## src/rtl/rom_loader_pkg.sv

```systemverilog
// Shared definitions for the ROM loader: state encoding, header byte offsets
// and the layout of one queued SDRAM write.
package rom_loader_pkg;

  typedef enum logic [2:0] {
    ST_IDLE   = 3'd0,
    ST_HEADER = 3'd1,
    ST_DATA   = 3'd2,
    ST_FLUSH  = 3'd3,
    ST_DRAIN  = 3'd4
  } state_t;

  localparam int HB_MAP_MODE = 21;
  localparam int HB_ROM_TYPE = 22;
  localparam int HB_ROM_SIZE = 23;
  localparam int HB_RAM_SIZE = 24;

  localparam int ADDR_W  = 23;
  localparam int DATA_W  = 16;
  localparam int ENTRY_W = ADDR_W + DATA_W;

  typedef struct packed {
    logic [ADDR_W-1:0] addr;
    logic [DATA_W-1:0] data;
  } wr_entry_t;

endpackage

```

## src/rtl/word_fifo.sv

```systemverilog
// Small synchronous FIFO holding pending SDRAM writes; head is shown
// combinationally so the arbiter sees it the cycle it becomes valid.
module word_fifo #(
  parameter int WIDTH = 39,
  parameter int DEPTH = 4
) (
  input  logic             clk,
  input  logic             reset,
  input  logic             i_clr,
  input  logic             i_push,
  input  logic [WIDTH-1:0] i_din,
  input  logic             i_pop,
  output logic [WIDTH-1:0] o_dout,
  output logic             o_empty,
  output logic             o_full
);
  localparam int PTR_W = $clog2(DEPTH);

  logic [PTR_W:0]   r_wr;
  logic [PTR_W:0]   r_rd;
  logic [WIDTH-1:0] r_mem [DEPTH];
  logic             w_pop;
  logic             w_push;

  assign o_empty = (r_wr == r_rd);
  assign o_full  = (r_wr[PTR_W] != r_rd[PTR_W]) &&
                   (r_wr[PTR_W-1:0] == r_rd[PTR_W-1:0]);
  assign w_pop   = i_pop && !o_empty;
  // A full FIFO still accepts a push when the head leaves on the same edge.
  assign w_push  = i_push && (!o_full || w_pop);
  assign o_dout  = r_mem[r_rd[PTR_W-1:0]];

  always_ff @(posedge clk or posedge reset) begin
    if (reset) begin
      r_wr <= '0;
      r_rd <= '0;
    end else if (i_clr) begin
      r_wr <= '0;
      r_rd <= '0;
    end else begin
      if (w_push) r_wr <= r_wr + {{PTR_W{1'b0}}, 1'b1};
      if (w_pop)  r_rd <= r_rd + {{PTR_W{1'b0}}, 1'b1};
    end
  end

  always_ff @(posedge clk) begin
    if (w_push && !i_clr) r_mem[r_wr[PTR_W-1:0]] <= i_din;
  end

endmodule

```

## src/rtl/rom_loader.sv

```systemverilog
// Streams a ROM image into SDRAM: captures a fixed-size header, pairs payload
// bytes into little-endian words and queues them as writes to the arbiter.
module rom_loader
  import rom_loader_pkg::*;
#(
  parameter int          HDR_BYTES  = 64,
  parameter logic [22:0] ADDR_BASE  = 23'h0,
  parameter int          FIFO_DEPTH = 4
) (
  input  logic        clk,
  input  logic        reset,
  input  logic        rom_loading,
  input  logic [7:0]  rom_do,
  input  logic        rom_do_valid,
  output logic        mem_req,
  output logic [22:0] mem_addr,
  output logic [15:0] mem_wdata,
  input  logic        mem_ack,
  output logic [7:0]  map_mode,
  output logic [7:0]  rom_type,
  output logic [7:0]  rom_size,
  output logic [7:0]  ram_size,
  output logic        header_valid,
  output logic [22:0] payload_bytes,
  output logic        overflow,
  output logic        load_done
);
  localparam logic [15:0] HDR_LAST = 16'(HDR_BYTES - 1);

  state_t      r_state, w_next;
  logic        r_load_d;
  logic [15:0] r_hcnt;
  logic [7:0]  r_lo;
  logic        r_have_lo;
  logic [22:0] r_addr;
  logic [22:0] r_pbytes;
  logic        r_ovf;
  logic        r_hv;
  logic [7:0]  r_map, r_type, r_rsize, r_ramsize;

  logic        w_rise, w_fall;
  logic        w_hdr_acc, w_pay_acc, w_flush_push, w_load_done;
  logic        w_word_done, w_drop;
  logic [15:0] w_word;
  wr_entry_t   w_push_ent, w_head;
  logic        w_empty, w_full;

  assign w_rise = rom_loading && !r_load_d;
  assign w_fall = !rom_loading && r_load_d;

  always_ff @(posedge clk or posedge reset) begin
    if (reset) begin
      r_state  <= ST_IDLE;
      r_load_d <= 1'b0;
    end else begin
      r_state  <= w_next;
      r_load_d <= rom_loading;
    end
  end

  // A new session edge wins over everything, including an unfinished drain.
  always_comb begin
    w_next = r_state;
    if (w_rise) begin
      w_next = (HDR_BYTES == 0) ? ST_DATA : ST_HEADER;
    end else begin
      case (r_state)
        ST_HEADER: if (w_fall) w_next = ST_IDLE;
                   else if (rom_do_valid && r_hcnt == HDR_LAST) w_next = ST_DATA;
        ST_DATA:   if (w_fall) w_next = ST_FLUSH;
        ST_FLUSH:  w_next = ST_DRAIN;
        ST_DRAIN:  if (w_empty) w_next = ST_IDLE;
        default:   w_next = ST_IDLE;
      endcase
    end
  end

  always_comb begin
    w_hdr_acc    = 1'b0;
    w_pay_acc    = 1'b0;
    w_flush_push = 1'b0;
    w_load_done  = 1'b0;
    if (!w_rise) begin
      case (r_state)
        ST_HEADER: w_hdr_acc    = rom_do_valid && !w_fall;
        ST_DATA:   w_pay_acc    = rom_do_valid && !w_fall;
        ST_FLUSH:  w_flush_push = r_have_lo;
        ST_DRAIN:  w_load_done  = w_empty;
        default:   ;
      endcase
    end
  end

  assign w_word_done = (w_pay_acc && r_have_lo) || w_flush_push;
  assign w_word      = w_flush_push ? {8'h00, r_lo} : {rom_do, r_lo};
  // Only a full FIFO that is not also popping this edge loses the word.
  assign w_drop      = w_word_done && w_full && !mem_ack;
  assign w_push_ent  = '{addr: r_addr, data: w_word};

  always_ff @(posedge clk or posedge reset) begin
    if (reset) begin
      r_hcnt    <= '0;
      r_lo      <= '0;
      r_have_lo <= 1'b0;
      r_addr    <= {ADDR_BASE[22:1], 1'b0};
      r_pbytes  <= '0;
      r_ovf     <= 1'b0;
      r_hv      <= 1'b0;
      r_map     <= '0;
      r_type    <= '0;
      r_rsize   <= '0;
      r_ramsize <= '0;
    end else if (w_rise) begin
      r_hcnt    <= '0;
      r_have_lo <= 1'b0;
      r_addr    <= {ADDR_BASE[22:1], 1'b0};
      r_pbytes  <= '0;
      r_ovf     <= 1'b0;
      r_hv      <= (HDR_BYTES == 0);
      r_map     <= '0;
      r_type    <= '0;
      r_rsize   <= '0;
      r_ramsize <= '0;
    end else begin
      if (w_hdr_acc) begin
        r_hcnt <= r_hcnt + 16'd1;
        if (r_hcnt == 16'(HB_MAP_MODE)) r_map     <= rom_do;
        if (r_hcnt == 16'(HB_ROM_TYPE)) r_type    <= rom_do;
        if (r_hcnt == 16'(HB_ROM_SIZE)) r_rsize   <= rom_do;
        if (r_hcnt == 16'(HB_RAM_SIZE)) r_ramsize <= rom_do;
        if (r_hcnt == HDR_LAST)         r_hv      <= 1'b1;
      end
      if (w_pay_acc) begin
        r_pbytes  <= r_pbytes + 23'd1;
        r_have_lo <= !r_have_lo;
        if (!r_have_lo) r_lo <= rom_do;
      end
      if (w_flush_push) r_have_lo <= 1'b0;
      if (w_word_done) begin
        r_addr <= r_addr + 23'd2;
        if (w_drop) r_ovf <= 1'b1;
      end
    end
  end

  word_fifo #(.WIDTH(ENTRY_W), .DEPTH(FIFO_DEPTH)) u_fifo (
    .clk    (clk),
    .reset  (reset),
    .i_clr  (w_rise),
    .i_push (w_word_done && !w_drop),
    .i_din  (w_push_ent),
    .i_pop  (mem_ack),
    .o_dout (w_head),
    .o_empty(w_empty),
    .o_full (w_full)
  );

  // Stale storage behind an empty FIFO is masked so idle outputs read zero.
  assign mem_req       = !w_empty;
  assign mem_addr      = mem_req ? w_head.addr : '0;
  assign mem_wdata     = mem_req ? w_head.data : '0;
  assign map_mode      = r_map;
  assign rom_type      = r_type;
  assign rom_size      = r_rsize;
  assign ram_size      = r_ramsize;
  assign header_valid  = r_hv;
  assign payload_bytes = r_pbytes;
  assign overflow      = r_ovf;
  assign load_done     = w_load_done;

endmodule
```

## config.mk

```make
export PLATFORM = sky130hd
export DESIGN_NAME = rom_loader
export DESIGN_NICKNAME = d
export VERILOG_FILES = /design/src/rtl/rom_loader_pkg.sv /design/src/rtl/word_fifo.sv /design/src/rtl/rom_loader.sv
export SDC_FILE = /design/constraint.sdc
export NUM_CORES = 1
export LEC_CHECK = 0
export ABC_AREA = 1
export BUFFER_PORTS_ARGS = -buffer_cell sky130_fd_sc_hd__buf_2
export CAP_MARGIN = 10
export CELL_PAD_IN_SITES_DETAIL_PLACEMENT = 0
export CELL_PAD_IN_SITES_GLOBAL_PLACEMENT = 1
export CORE_MARGIN = 1
export CORE_UTILIZATION = 42
export CTS_CLUSTER_DIAMETER = 60
export DETAILED_ROUTE_END_ITERATION = 6
export PLACE_DENSITY_LB_ADDON = 0.1
export SLEW_MARGIN = 20
export SYNTH_ARGS = -nofsm -noshare
export SYNTH_HDL_FRONTEND = slang
export SYNTH_SLANG_ARGS = --single-unit
```

## constraint.sdc

```tcl
create_clock -name clk -period 2.97 [get_ports clk]
set_clock_uncertainty 0.1 [all_clocks]
set_input_delay 0.1485 -clock clk [delete_from_list [all_inputs] [get_ports clk]]
set_output_delay 0.1485 -clock clk [all_outputs]
set_load 0.02 [all_outputs]
```

Word level (Yosys, flattened, before mapping). Memory sizes are Yosys's and may differ from the RTL's. Cells that the tools add are included.

Bits in registers: 115. Memory bits (writable): 156. Input bits: 13. Logic and storage cells: 131. Memories kept: 1.

Add/subtract/negate cells: 5. Equal/unequal tests: 15. Muxes and demuxes: 50. Bitwise gates (word level): 2. Reductions and logical operators: 43.

Memory list: u_fifo.r_mem (words 4, width 39, read ports 1, clocked after memory_dff 0, wr ports 1, line word_fifo.sv:21) `logic [WIDTH-1:0] r_mem [DEPTH];`.

Operators with widths (number): $mux W23 (5); $mux W8 (12); $eq A16 B5 Y1 const B (4); $mux W16 (4); $mux W3 (9); $add A23 B1 Y23 const B (1); $add A23 B2 Y23 const B (1); $reduce_bool A2 Y1 (11); $mux W1 (19); $add A16 B1 Y16 const B (1); $eq A16 B6 Y1 const B (1); $logic_and A1 B1 Y1 (12); $pmux W3 S4 (1); $reduce_and A2 Y1 (6); $logic_not A1 Y1 (9); $add A3 B1 Y3 const B (2); $eq A3 B2 Y1 const B (2); $reduce_and A3 Y1 (2); $ne A4 B3 Y1 const B (1); $eq A3 B1 Y1 const B (1); $eq A3 B3 Y1 (1); $eq A3 B3 Y1 const B (1); $ne A3 B1 Y1 const B (1); $ne A3 B2 Y1 const B (1); other kinds (5) (7).

Longest topological paths before layout.
Depth after elaboration: 16. Depth in mapped cells: 11. Gate-level depth less buffers: 10.

By module. From an unflattened synthesis, not the netlist that was laid out.

Cells, all modules: 1330. Area total of the unflattened synthesis: 12480.7 µm².

By module, submodules not included: rom_loader (times used 1, cells an instance 889, area each 6249.7 µm², seq. area each 2702.6 µm²); word_fifo (times used 1, cells an instance 441, area each 6231.0 µm², seq. area each 4834.6 µm²).

Least setup slack after synthesis. Ideal clock, no wire load.

Path type: flip-flop to flip-flop. From: register r_state[0]. To: memory u_fifo.r_mem[0][0], enable pin. Data arrival time: 2743 ps. Data required time: 2437 ps. Slack: -307 ps. Cell stages (with the launch flop): 8. Path buffers: 0. Period minus slack after synthesis: 3277 ps. Cells stage by stage: dfrtp_1 inv_1 nand3_2 nor2_4 nand3_2 nand2_4 nand2_1 nor2_1.

Cells in the longest elaborated chain, start to end: 13.

Ends and longest elaborated chain: start, declared (line rom_loader.sv:30) `state_t r_state, w_next;`; start signal, assigned (line rom_loader.sv:56) `r_state <= w_next;`; $eq A3 B2 Y1 (line rom_loader.sv:84) `case (r_state)`; $mux W1 (line rom_loader.sv:84); $mux W1 (line rom_loader.sv:83) `if (!w_rise) begin`; $logic_and A1 B1 Y1 (line rom_loader.sv:94) `assign w_word_done = (w_pay_acc && r_have_lo) || w_flush_push;`; $logic_or A1 B1 Y1 (*) (line rom_loader.sv:94); $logic_and A1 B1 Y1 (2 in series) (line rom_loader.sv:97) `assign w_drop = w_word_done && w_full && !mem_ack;`; $logic_not A1 Y1 (line rom_loader.sv:150) `.i_push (w_word_done && !w_drop),`; $logic_and A1 B1 Y1 (*) (line rom_loader.sv:150); $logic_and A1 B1 Y1 (*) (line word_fifo.sv:30) `assign w_push = i_push && (!o_full || w_pop);`; $logic_and A1 B1 Y1 (*) (line word_fifo.sv:47) `if (w_push && !i_clr) r_mem[r_wr[PTR_W-1:0]] <= i_din;`; $mux W1 (*) (line word_fifo.sv:47); $mux W1 (not written as such) (*) (line word_fifo.sv:47); end, declared (line word_fifo.sv:21).

Mark *: on every way between the ends. The rest lies on a longest branch, timed or not.

Worst setup path after layout.
From: register u_fifo.r_rd[0]. To: output port mem_addr[21].

Cells in the longest elaborated chain, start to end: 2.

Ends and longest elaborated chain: start, declared (line word_fifo.sv:20) `logic [PTR_W:0] r_rd;`; start signal, assigned (line word_fifo.sv:42) `if (w_pop) r_rd <= r_rd + {{PTR_W{1'b0}}, 1'b1};`; $mem_v2 Z4 W39 / $eq A3 B3 Y1 (equally long branches); $mux W23 (*) (line rom_loader.sv:160) `assign mem_addr = mem_req ? w_head.addr : '0;`; end, declared (line rom_loader.sv:16) `output logic [22:0] mem_addr,`.

Marks and branches as above.

==> out/qor.txt <==
initial core utilization: 0.431
vias: 8912
synthesized area per cell: 9.39 sq um
die area: 29500 sq um
Hold Slack: 0.163 ns
I/O Pins: 111
area of the multi-input gates: 3960 sq um
Max clock buf depth: 3
Syn Nets: 1314
FF/Latch Area: 7420 sq um
Row Count: 61
Syn-to-layout area delta: 17.6%
Reg clk slew, reported paths: 0.06 ns
Vias/cell: 4.91
Synth Area in Compound Gates: 0.0914
Leak: 6.27 nW
Syn Inst Count: 1290
area of the mapped netlist: 12100 sq um
Post-synth EDFFs: 152
Post-DP HPWL: 18.5 mm
top-area cell type share of the netlist area: 0.377
fmax: 0.381 GHz
global-route congestion overflow total: 0
critical path arrival: 2.38 ns
nets: 1437
max cap viols: 0
Critical Path Source Type: flip-flop
initial antenna violation count: 0
area leader, netlist: edfxtp_1
CP max-delay cell: buf_4
slew margin rel.: 0.493
Yosys cell types: 35
peak supply drop: 0.370 mV
Synth Area in Simple Gates: 0.213
#FFs+latches synth: 266
ys async rst share: 0.429
diodes inserted: 0
1st-iter DRT viols: 465
top post-synthesis cells by area: edfxtp_1 (38%), dfrtp_1 (24%), nand2_1 (8.7%), nor2_1 (6.3%), o21ai_0 (4.9%)
Final Util: 0.507
WP data required: 2.72 ns
wire per inst: 15.4 microns
vias in the first global route: 8401
Fillers: 2737
Post-route DRC: 0
CTS root buf: clkbuf_16
post-synthesis xor/xnor area fraction: 0.00796
Detailed Route WL: 28.0 mm
slowest stage delay, CP: 0.57 ns
DRT Pass-1 Iters: 5
Tcrit/Tclk final: 0.884
mux cell area share after synthesis: 0
crit-path max FO: 76
TritonCTS clock tree: built
Pwr Density: 788 nW/um^2
synth warn: 0
largest net degree at the start of global routing: 77
fraction of the mapped netlist area in adder cells: 0.0114
RSZ-0062 raised after global routing: false
Critical Path End Type: primary output
final hold vios: 0
I/O Buffers: 109
first-pass GRT wire length: 45.1 mm
Die Y-Extent: 172 microns
fraction of layout cells with a size suffix above 1: 0.146
Setup CP Type: reg2out
status: finished clean
Clock Latency Late Sink: 0.56 ns
clk sink count: 266
CORE AREA: 28100 sq um
sequential share of the synthesized area: 0.613
routability cong.: 0.793
CTS H-tree depth: 1
Die Wd: 172 microns
Post-DRT Antenna Nets: 0
gr usage total: 0.196
min Tclk post-route: 2.62 ns
total CTS buffers: 29
Slew @ Worst Pin: 0.759 ns
Synth Flop Type: edfxtp_1
Final setup viols: 0
max-slew violations: 0
largest family of logic cells by synthesized area: simple AND/OR/NAND/NOR gates
worst-path cell chain: buf_4 > o21ai_0 > o22ai_1 > nand2_1 > inv_1 > buf_2
Hold Crit Class: in2reg
[state kept, by name, indices dropped and copies added (netlist names)]
| name | count |
|---|---|
| r_lo | 8 |
| overflow | 1 |
| r_load_d | 1 |
| rom_size | 8 |
| r_addr | 22 |
| u_fifo.r_rd | 3 |
| rom_type | 8 |
| r_have_lo | 1 |
| ram_size | 8 |
| payload_bytes | 23 |
| u_fifo.r_mem | 152 |
| r_hcnt | 16 |
| u_fifo.r_wr | 3 |
| r_state | 3 |
| header_valid | 1 |
| map_mode | 8 |
[path summary, 6_finish.rpt]
| path | slack, ns | cells after the start | to | startpoint |
|---|---|---|---|---|
| worst min-delay path | 0.16 | 2 | r_load_d | rom_loading |
| min in group asynchronous | 0.17 | 3 | rom_type[0] | reset |
| max in group asynchronous | 1.83 | 4 | payload_bytes[0] | reset |
| worst max register to register | 0.46 | 8 | u_fifo.r_mem[0][24] | r_state[2] |
| worst max-delay path | 0.35 | 6 | mem_addr[21] | u_fifo.r_rd[0] |
| worst min register to register | 0.37 | 2 | ram_size[2] | ram_size[2] |
[cell usage in the layout, fill, tap and decap left out, types with 6 or more instances in the layout]
cell type / netlist / layout
a21oi_1: 23 / 23
buf_4: 3 / 13
clkinv_2: 0 / 8
buf_2: 14 / 109
clkbuf_16: 0 / 29
xnor2_1: 6 / 6
nand4_1: 26 / 26
o22ai_1: 38 / 38
o21ai_0: 118 / 118
ha_1: 11 / 11
edfxtp_1: 152 / 152
nor2_1: 202 / 198
nor3_1: 16 / 16
dlygate4sd3_1: 0 / 12
nand2_1: 280 / 280
nand3_1: 62 / 61
dfrtp_1: 114 / 113
o21ai_1: 22 / 22
inv_1: 132 / 130
nor2_4: 6 / 10
[cells by family after synthesis]
logic type      after synthesis
other cells                   1
buf+inv                     183
compound gates              208
simple gates                610
flops                       266
fa+ha+maj                    11
xor+xnor                     11
[synth_stat cells, types with 4 or more instances]
| cell type | n |
|---|---|
| nand2_1 | 280 |
| nor2_1 | 202 |
| edfxtp_1 | 152 |
| inv_1 | 132 |
| o21ai_0 | 118 |
| dfrtp_1 | 114 |
| nand3_1 | 62 |
| o22ai_1 | 38 |
| nand4_1 | 26 |
| a21oi_1 | 23 |
| o21ai_1 | 22 |
| clkbuf_1 | 20 |
| nor3_1 | 16 |
| buf_2 | 14 |
| ha_1 | 11 |
| buf_6 | 7 |
| nor2_4 | 6 |
| xnor2_1 | 6 |
| xor2_1 | 5 |
| inv_2 | 4 |
| nand2_2 | 4 |
| nand2_4 | 4 |
[critical path: cells and delay by family, from the launching register on]
family	cells	cell delay, ns
buf+inv	3	0.78
compound gates	2	0.47
flops	1	0.40
simple gates	1	0.08
[what timing repair did]
item | CTS | global route
setup buffers | 0 | 0
resized for setup | 0 | 0
hold endpoints to repair | 98 | 0
hold buffers | 12 | 0
[stage by stage]
stage / instances / power (mW) / area, sq um / setup WS, ns / TNS, ns
2_1_floorplan: 1290 / 6.62 / 12100 / -0.307 / -46.63
3_3_place_gp: 1748 / 7.59 / 13100 / 0.464 / 0
3_5_place_dp: 1748 / 7.63 / 13100 / 0.427 / 0
4_1_cts: 1814 / 11.4 / 14200 / 0.335 / 0
5_1_grt: 1814 / 11.9 / 14200 / 0.158 / 0
6_report: 1814 / 11.2 / 14200 / 0.345 / 0
[report_power, final]
part | switching (mW) | total [mW] | internal (mW)
registers | 0.256 | 4.51 | 4.26
clock network | 1.47 | 3.72 | 2.25
logic | 2.07 | 2.99 | 0.919
total | 3.80 | 11.2 | 7.43
[final cells by class]
| cell class | count | share of cell area |
|---|---|---|
| inverter | 136 | 0.0361 |
| tap | 378 | 0.0332 |
| timing repair buffer | 139 | 0.0606 |
| sequential | 266 | 0.521 |
| clock inverter | 18 | 0.0153 |
| clock buffer | 36 | 0.0556 |
| multi-input combinational | 841 | 0.278 |
[metal layers]
metal  wire length, microns  global-route usage  part of all wire
met3                    767              0.0237             0.027
met4                    448              0.0396             0.016
met2                  13200               0.323              0.47
met1                  13600               0.278              0.49
met5                      0                   0                 0
No activity file was read; power rests on OpenSTA's default activity.
